===== src/rtl/uart_tx_arbiter.sv =====
// Two-requester arbiter feeding a single UART transmitter: fair round-robin grant,
// write strobe held until the transmitter reports busy, completion counting and timeout flag.
module uart_tx_arbiter #(
    parameter int BUSY_TIMEOUT = 16
) (
    input  logic        clk,
    input  logic        reset,
    input  logic        enable,
    input  logic        req0,
    input  logic [7:0]  data0,
    output logic        ack0,
    input  logic        req1,
    input  logic [7:0]  data1,
    output logic        ack1,
    input  logic        Tx_BUSY,
    output logic        Tx_WR,
    output logic [7:0]  Tx_DATA,
    output logic [1:0]  grant,
    output logic [15:0] sent_count,
    output logic        timeout_err
);

    localparam int CNT_W = (BUSY_TIMEOUT > 1) ? $clog2(BUSY_TIMEOUT) : 1;
    localparam logic [CNT_W-1:0] CNT_LAST = CNT_W'(BUSY_TIMEOUT - 1);

    typedef enum logic [1:0] {
        IDLE,
        WAIT_BUSY,
        WAIT_DONE
    } state_t;

    state_t           state;
    logic [CNT_W-1:0] busy_cnt;
    logic             last_grant;
    logic             pick1;

    // Requester 1 wins when alone, or on contention when requester 0 was served last.
    always_comb begin
        pick1 = req1 && (!req0 || !last_grant);
    end

    always_ff @(posedge clk or posedge reset) begin
        if (reset) begin
            state       <= IDLE;
            busy_cnt    <= '0;
            last_grant  <= 1'b1;
            ack0        <= 1'b0;
            ack1        <= 1'b0;
            Tx_WR       <= 1'b0;
            Tx_DATA     <= 8'h00;
            grant       <= 2'b00;
            sent_count  <= 16'h0000;
            timeout_err <= 1'b0;
        end else begin
            ack0 <= 1'b0;
            ack1 <= 1'b0;
            case (state)
                IDLE: begin
                    if (enable && !Tx_BUSY && (req0 || req1)) begin
                        state      <= WAIT_BUSY;
                        busy_cnt   <= '0;
                        Tx_WR      <= 1'b1;
                        last_grant <= pick1;
                        Tx_DATA    <= pick1 ? data1 : data0;
                        ack0       <= !pick1;
                        ack1       <= pick1;
                        grant      <= pick1 ? 2'b10 : 2'b01;
                    end
                end
                WAIT_BUSY: begin
                    if (Tx_BUSY) begin
                        state <= WAIT_DONE;
                        Tx_WR <= 1'b0;
                    end else if (busy_cnt == CNT_LAST) begin
                        // Transmitter never answered: the byte is dropped, not retried.
                        state       <= IDLE;
                        Tx_WR       <= 1'b0;
                        grant       <= 2'b00;
                        timeout_err <= 1'b1;
                    end else begin
                        busy_cnt <= busy_cnt + 1'b1;
                    end
                end
                WAIT_DONE: begin
                    if (!Tx_BUSY) begin
                        state      <= IDLE;
                        grant      <= 2'b00;
                        sent_count <= sent_count + 16'd1;
                    end
                end
                default: begin
                    state <= IDLE;
                    Tx_WR <= 1'b0;
                    grant <= 2'b00;
                end
            endcase
        end
    end

endmodule

===== config.mk =====
export PLATFORM = sky130hd
export DESIGN_NAME = uart_tx_arbiter
export DESIGN_NICKNAME = d
export VERILOG_FILES = /design/src/rtl/uart_tx_arbiter.sv
export SDC_FILE = /design/constraint.sdc
export NUM_CORES = 1
export LEC_CHECK = 0
export CAP_MARGIN = 10
export CORE_UTILIZATION = 50
export CTS_BUF_LIST = sky130_fd_sc_hd__clkbuf_4 sky130_fd_sc_hd__clkbuf_8 sky130_fd_sc_hd__clkbuf_16
export CTS_CLUSTER_SIZE = 10
export DETAILED_ROUTE_END_ITERATION = 8
export HOLD_SLACK_MARGIN = 0.1
export MAX_ROUTING_LAYER = met4
export PLACE_DENSITY_LB_ADDON = 0.2
export SYNTH_ARGS = -nofsm -noshare
export SYNTH_HDL_FRONTEND = slang
export SYNTH_SLANG_ARGS = --single-unit

===== constraint.sdc =====
create_clock -name clk -period 3.4 [get_ports clk]
set_input_delay 0.51 -clock clk [delete_from_list [all_inputs] [get_ports clk]]
set_output_delay 0.51 -clock clk [all_outputs]
set_load 0.005 [all_outputs]

Word level (Yosys, flattened, before mapping)

Cells that the tools add are included.

Add/sub/neg operators: 2
Equality and inequality tests: 9
Muxes and demuxes: 22
Bitwise logic cells: 2
Reduce and logical (&&, ||, !) cells: 18

Operators with widths:

| operator                                                              | count |
|---|---|
| 16-bit by 1-bit adder with 16-bit output, second input constant       | 1 |
| 2-bit 2-to-1 mux                                                      | 7 |
| 4-bit 2-to-1 mux                                                      | 3 |
| 2-bit case mux with 3 select lines                                    | 2 |
| 2-bit inequality test, second input constant                          | 5 |
| 3-bit AND reduction                                                   | 3 |
| 8-bit 2-to-1 mux                                                      | 1 |
| 4-bit case mux with 2 select lines                                    | 1 |
| 4-bit AND reduction                                                   | 2 |
| 1-bit 2-to-1 mux                                                      | 7 |
| 4-bit by 1-bit adder with 4-bit output, second input constant         | 1 |
| 4-bit equality test, second input constant                            | 1 |
| 1-bit zero test                                                       | 4 |
| 2-bit AND reduction                                                   | 2 |
| 1-bit logical AND                                                     | 3 |
| 3-bit inequality test, second input constant                          | 1 |
| 1-bit case mux with 3 select lines                                    | 1 |
| 2-bit by 1-bit equality test with 1-bit output, second input constant | 1 |
| 2-bit equality test, second input constant                            | 1 |
| 2-bit zero test                                                       | 1 |
| 1-bit logical OR                                                      | 2 |
| 1-bit inverter                                                        | 2 |
| 2-bit nonzero test                                                    | 1 |

Bits in registers: 37
Input bits: 22
Output and inout bits: 30
Word-level logic and storage cells: 63

Logic depth before layout (Yosys ltp)

Gate-level depths: netlist of run 1.

Depth in word-level cells: 6
Depth in mapped cells: 5

Worst setup path after synthesis of run 1

Ideal clock, no wire load.

Path type: register to register
Start: reg state[1]
End: reg busy_cnt[1]
Library setup time: 0.127 ns
Arrival time: 1.455 ns
Setup slack: 1.817 ns
Stages on the path, launching flop included: 5
Buffers on the path: 1
Period minus slack after synthesis: 1.583 ns
Cells stage by stage: dfrtp_1 buf_6 or4_4 nand2_2 mux2_1

Longest elaborated chain between the ends: 3
Elaborated cells on any way between the ends: 8
Classes of those cells: eq/ne (4); mux (1); reduce/logical (3)

RTL lines:

| what                                                                                     | line | RTL |
|---|---|---|
| start: declaration                                                                       | 32   | `state_t state;` |
| start signal: assignment                                                                 | 44   | `state <= IDLE;` |
| start signal: assignment                                                                 | 60   | `state <= WAIT_BUSY;` |
| start signal: assignment                                                                 | 72   | `state <= WAIT_DONE;` |
| 2-bit by 1-bit equality test with 1-bit output / 2-bit zero test (equally long branches) | 57   | `case (state)` |
| 2-bit inequality test (no source line) / 2-bit nonzero test (equally long branches)      | --   |  |
| 4-bit AND reduction (no source line)                                                     | --   |  |
| end signal: assignment                                                                   | 81   | `busy_cnt <= busy_cnt + 1'b1;` |
| end: declaration                                                                         | 33   | `logic [CNT_W-1:0] busy_cnt;` |

Parallel ways exist; a longest one is shown, timed or not.
A chain may end at the register's enable or synchronous reset.

Final worst setup path of run 1

Start: in Tx_BUSY
End: reg busy_cnt[1]

Longest elaborated chain between the ends: 5
Elaborated cells on any way between the ends: 6
Classes of those cells: eq/ne (2); reduce/logical (4)

RTL lines:

| what                                   | line | RTL |
|---|---|---|
| start: declaration                     | 15   | `input logic Tx_BUSY,` |
| 1-bit zero test                        | --   |  |
| 1-bit logical AND (2 in series)        | 59   | `if (enable && !Tx_BUSY && (req0 \|\| req1)) begin` |
| 2-bit inequality test (no source line) | --   |  |
| 4-bit AND reduction (no source line) * | --   |  |

Every way passes the cells marked *; elsewhere a longest branch is shown, timed or not.

==> results of run 1 <==
per-stage QoR:
step	power, W	setup slack, ns	util (%)	hold slack (ns)	std cells
finish	0.00132	1.40	74.4	0.488	246
global route	0.00140	1.37	74.4	0.514	246
CTS	0.00134	1.42	74.4	0.491	246
detailed placement	0.000962	1.04	71.1	0.457	238
global placement	0.000943	1.09	71.1	0.461	238
floorplan	0.000762	1.82	-	0.460	146
routing by layer:
| metal | wire [um] | vias up | global-route usage (%) | share of wire, % |
|---|---|---|---|---|
| li1 | - | 614 | - | - |
| met1 | 1390 | 598 | 25.2 | 43 |
| met2 | 1670 | 35 | 35.3 | 51 |
| met3 | 137 | 8 | 6.49 | 4.2 |
| met4 | 68 | 0 | 9.97 | 2.1 |
| met5 | 0 | - | - | 0 |
worst register-to-register path, cell delays in order, from the launching register on:
cell and delay, ns:
dfrtp_1 0.52, or4_4 0.71, nand2_2 0.14, mux2_1 0.32
cell usage after synthesis:
cell	number
a21boi_0	1
a21o_1	1
a21oi_1	3
a21oi_2	1
a41o_1	1
and2_1	1
and3_1	4
and4_1	1
and4bb_1	1
buf_2	1
buf_6	4
dfrtp_1	36
dfstp_2	1
ha_1	2
inv_1	7
mux2_1	1
mux2_2	1
mux2i_1	10
nand2_1	15
nand2_2	1
nand2b_1	1
nand3_1	6
nand3_2	1
nand4_1	2
nor2_1	5
nor2b_2	1
nor3_1	1
nor3_2	1
nor3b_1	2
nor3b_4	1
o21ai_1	9
o21bai_1	1
o22a_1	1
o22ai_1	2
o32ai_1	1
or4_4	1
xnor2_1	10
xor2_1	7
worst min path at each step:
stage,from,cells after the start,slack (ns),endpoint
after floorplan,timeout_err,1,0.46,timeout_err
after global placement,sent_count[15],1,0.46,sent_count[15]
after detailed placement,timeout_err,1,0.46,timeout_err
after CTS,timeout_err,1,0.49,timeout_err
after global routing,timeout_err,1,0.51,timeout_err
final,timeout_err,1,0.49,timeout_err
power groups by stage:
stage	Combinational (W)	Clock, W	Sequential (W)
3_3_place_gp	0.000331	0	0.000612
5_1_grt	0.000380	0.000400	0.000622
6_report	0.000341	0.000371	0.000610
4_1_cts	0.000347	0.000382	0.000609
3_5_place_dp	0.000346	0	0.000616
2_1_floorplan	0.000160	0	0.000602
final cells by class:
class / count / area [um2] / area share, %
multi-input combinational: 97 / 689 / 29.6
clock buffer: 5 / 37.5 / 1.61
timing repair buffer: 53 / 526 / 22.6
inverter: 7 / 26.3 / 1.13
clock inverter: 3 / 65.1 / 2.80
tap: 44 / 55.1 / 2.37
sequential: 37 / 927 / 39.9
logic make-up (layout without fill, tap and decap cells):
group | count (synthesis) | after routing | share of synthesized area, %
simple gates | 45 | 45 | 15.4
flops | 37 | 37 | 54.8
compound gates | 21 | 21 | 7.76
xor+xnor | 17 | 17 | 8.80
mux | 12 | 12 | 7.24
buf+inv | 12 | 68 | 4.51
fa+ha+maj | 2 | 2 | 1.48
flip-flops by register name, indices dropped and copies added, names as in the netlist:
register,flops
Tx_WR,1
grant,2
state,2
sent_count,16
ack0,1
busy_cnt,4
ack1,1
timeout_err,1
last_grant,1
Tx_DATA,8
==> flow_summary.toml, run 1 <==
[run_status]
status = "completed"

[layout]
layout.cells.most_common = "clkdlybuf4s50_1"
postLayoutCellArea_um2 = 2330
areaGrowthSynthToFinish_pct = 37.4
final_nets = 225
fill_cells = 228
num_antenna_cells = 0
layout_common_cells = "clkdlybuf4s50_1, dfrtp_1, nand2_1"
drive_gt1_share_pct = 9.41

[cts]
cts_resized = 0
ctsHoldBuffers = 0
clock_sink_count = 37
clk_latency_ns = 0.34
clk_pin_slew_ns = 0.10
cts-root-buf = "clkbuf_4"
htree_levels = 2
clockBufferDepth = 2
cts_tree = "built"
cts_setup_buffers = 0
cts_made_buffers = 5

[worst_setup_path]
crit_start = "Tx_BUSY"
r2r-start = "state[0]"
crit_family = "simple AND/OR/NAND/NOR gates"
cp_data_required_time_ns = 3.63
cp_slowest_cell = "or4_4"
crit_path_end = "busy_cnt[1]"
rrSetupSlack_ns = 1.60
path_class = "in -> reg"
cp-end-kind = "flip-flop"
reg2reg_to = "busy_cnt[1]"
cpPeakStageDelay_ns = 0.69
worst-r2r-cell-count = 3
cp.depth = 4
critPathMaxFanout = 22
path_buf_inv = 1
cp_cell_sequence = "clkdlybuf4s50_1 -> or4_4 -> nand2_2 -> mux2_1"
critPathArrivalTime_ns = 2.23
startpoint_type = "primary input"

[sta]
slew_viol_final = 0
final_hold_viol_count = 0
setup_viol = 0
max_freq_ghz = 0.501
worst_slew_pin_slew_ns = 0.872
max-slew-margin-rel_pct = 41.8
tns_ns = 0
finalCritPeriodShare_pct = 58.7
period_needed_ns = 2.00
clock_skew_ns = 0.00536
rsz0062_at_grt = "no"

[drt]
drt_iter0_drc = 45
vias = 1255
drc = 0
routed_wl_um = 3260
viasPerCell = 5.10
detail_route.first_pass.iterations = 4
post_drt_wl_per_cell_um = 13.2
drtAntennaViolNets = 0

[global_routing]
antenna_found_initial = 0
track_usage_pct = 22.0
globalRouteOverflowTotal = 0
grt_first_pass_wirelength_um = 5510
grt_max_degree = 24
grt_pass1_vias = 1228

[synth]
ys_warn_count = 0
synth_top_area_cell = "dfrtp_1"
avgSynthCellArea_um2 = 11.6
netlist_area_um2 = 1690
yosysTopAreaCellShare_pct = 53.2
ys_seq_area_share_pct = 54.8
synth_area_leaders = "dfrtp_1, mux2i_1, xnor2_1"
syn_inst = 146
synth_seq_cells = 37
synth_nets = 170
yosysUniqueCellTypes = 38

[die]
die_w_um = 60.2
die_area_um2 = 3620
pin_count = 52
rows = 20
core-area_um2 = 3130
start_util_pct = 54.1
fp.dieH_um = 60.2

[placed_design]
globalplace.congestion = 0.798
portBuffers = 51
place_hpwl_um = 2480
placed_area_um2 = 2220

[pwr]
power_frac_seq_pct = 46.2
pwr_density_cell_nw_per_um2 = 569
p_leak_nw = 1.07
vdd.ir_drop.worst_uv = 529
p_int_w = 0.000976
power_switching_share_pct = 26.2
combPwrFrac_pct = 25.8
switchingPower_w = 0.000346
p_clk_share_pct = 28.1

[hold_path]
hold_class = "reg -> reg"

[job]
max-cap-violations = 0
No activity file was read; power rests on OpenSTA's default activity.
==> run 2: changes to the inputs <==
Settings changed: CORE_UTILIZATION 50 to 46.
Clock period 3.4 ns to 1.9 ns, I/O delays scaled along.
==> run 2 against run 1 <==
Compared with the run above:
- sequential cell count unchanged
- count of clock-buffer cells in the layout is 2 higher
- clock power up 61%
- core utilization is 5.0 points lower
- routed wire length grew 2.7%
- design area up 2.6%
- global-route usage shrank 1.8 points
- combinational power is 86% higher
- final cell count grew 4.1%
- worst setup slack got worse by 1.1 ns
- die area up 8.4%
- critical path type is now reg -> reg
- largest cell class unchanged
==> flow_summary.toml, run 2 (synthesis results as in run 1) <==
[run_status]
status = "completed"

[worst_setup_path]
critPathArrivalTime_ns = 1.83
r2r-start = "state[0]"
reg2reg_to = "grant[1]"
cp_data_required_time_ns = 2.11
path_class = "reg -> reg"
worst-r2r-cell-count = 4
rrSetupSlack_ns = 0.28
startpoint_type = "flip-flop"
cp-end-kind = "flip-flop"
critPathMaxFanout = 11
crit_start = "state[0]"

[global_routing]
globalRouteOverflowTotal = 0
grt_pass1_vias = 1373
grtUsageMet2_pct = 33.6
grt_max_degree = 38
grt_first_pass_wirelength_um = 5940
track_usage_pct = 20.2
grt_busiest_layer = "met2"
gr-usage-met3_pct = 6.20
antenna_found_initial = 0
grtUsageMet1_pct = 23.2

[placed_design]
place_inst = 248
post-place-ws_ns = -0.00819
place_hpwl_um = 2530
portBuffers = 51
globalplace.congestion = 0.813
placed_area_um2 = 2290

[sta]
max_freq_ghz = 0.618
max-slew-margin-rel_pct = 69.4
clock_skew_ns = 0.00169
tns_ns = 0
finalCritPeriodShare_pct = 85.1
rsz0062_at_grt = "no"
fin_ws_ns = 0.282
setup_viol = 0
slew_viol_final = 0
worst_slew_pin_slew_ns = 0.458
final_hold_viol_count = 0
period_needed_ns = 1.62

[drt]
drtAntennaViolNets = 0
viasPerCell = 5.02
vias = 1285
drt_iter0_drc = 56
routed_wl_um = 3350
post_drt_wl_per_cell_um = 13.1
drc = 0
detail_route.first_pass.iterations = 6

[layout]
top_register = "sent_count"
layout.cells.most_common = "clkdlybuf4s50_1"
final_nets = 233
stdcell_count = 256
layout_common_cells = "clkdlybuf4s50_1, dfrtp_1, nand2_1"
num_antenna_cells = 0
areaGrowthSynthToFinish_pct = 41.0
largest_reg_flops = 16
fill_cells = 266
largestRegisters = "sent_count: 16 flops, Tx_DATA: 8 flops, busy_cnt: 4 flops"
postLayoutCellArea_um2 = 2390
drive_gt1_share_pct = 12.9

[die]
start_util_pct = 49.2
die_w_um = 62.7
die_area_um2 = 3930
core-area_um2 = 3440
pin_count = 52
fp.dieH_um = 62.7
rows = 21

[cts]
htree_levels = 2
clock_sink_count = 37
clk_latency_ns = 0.28
cts-root-buf = "clkbuf_8"
cts_resized = 0
cts_made_buffers = 5
cts_tree = "built"
cts_setup_buffers = 0
ctsHoldBuffers = 0
clockBufferDepth = 2
clk_pin_slew_ns = 0.07

[job]
max-cap-violations = 0

[pwr]
vdd.ir_drop.worst_uv = 552
pwr_density_cell_nw_per_um2 = 974
p_clk_share_pct = 25.8
switchingPower_w = 0.000638
combPwrFrac_pct = 27.2
p_int_w = 0.00169
power_frac_seq_pct = 47.0
p_leak_nw = 1.11
power_switching_share_pct = 27.4

[hold_path]
hold_class = "in -> async"
## run 2: changes by cell type in the layout (fill, tap and decap cells not counted)
cell	change
clkbuf_8	+7
buf_4	+8
bufinv_16	-2
clkbuf_4	-5
## run 2: worst max-delay path, stage by stage, from the launching register on
cell	delay, ns
dfrtp_1	0.51
or4_4	0.59
buf_4	0.19
nor2b_2	0.14
o21bai_1	0.12
## run 2: how the worst max path moves through the flow
stage                          to  slack [ns]  cells past startpoint
finish                   grant[1]        0.28                      4
detailed placement  sent_count[9]      -0.008                      6
floorplan             busy_cnt[1]        0.32                      4
CTS                      grant[1]        0.28                      4
global placement      busy_cnt[1]        0.05                      4
global route             grant[1]        0.22                      4
## run 2: layer usage
layer,vias up,share of wire (%)
met3,3,3.7
met1,627,42
met2,32,53
met4,0,0.69
li1,623,-
met5,-,0
## run 2: power groups by stage
stage	clock, W	combinational, W	sequential (W)
after detailed placement	0	0.000642	0.00111
after floorplan	0	0.000287	0.00108
after global placement	0	0.000619	0.00109
after CTS	0.000619	0.000643	0.00109
final	0.000599	0.000633	0.00109
after global routing	0.000662	0.000700	0.00112
## run 2: through the flow
stage,hold WS [ns],utilization [%],total power (W)
3_3_place_gp,0.454,66.4,0.00171
4_1_cts,0.428,69.4,0.00236
5_1_grt,0.454,69.4,0.00248
2_1_floorplan,0.395,-,0.00136
6_report,0.414,69.4,0.00232
3_5_place_dp,0.467,66.4,0.00175
## run 2: final cells by class
cell class,count,area [um2],area share (%)
clock buffers,7,96.3,4.04
clock inverters,1,5.00,0.210
inverters,7,26.3,1.10
multi-input cells,97,689,28.9
flip-flops and latches,37,927,38.8
well taps,46,57.6,2.41
repair buffers,61,586,24.5
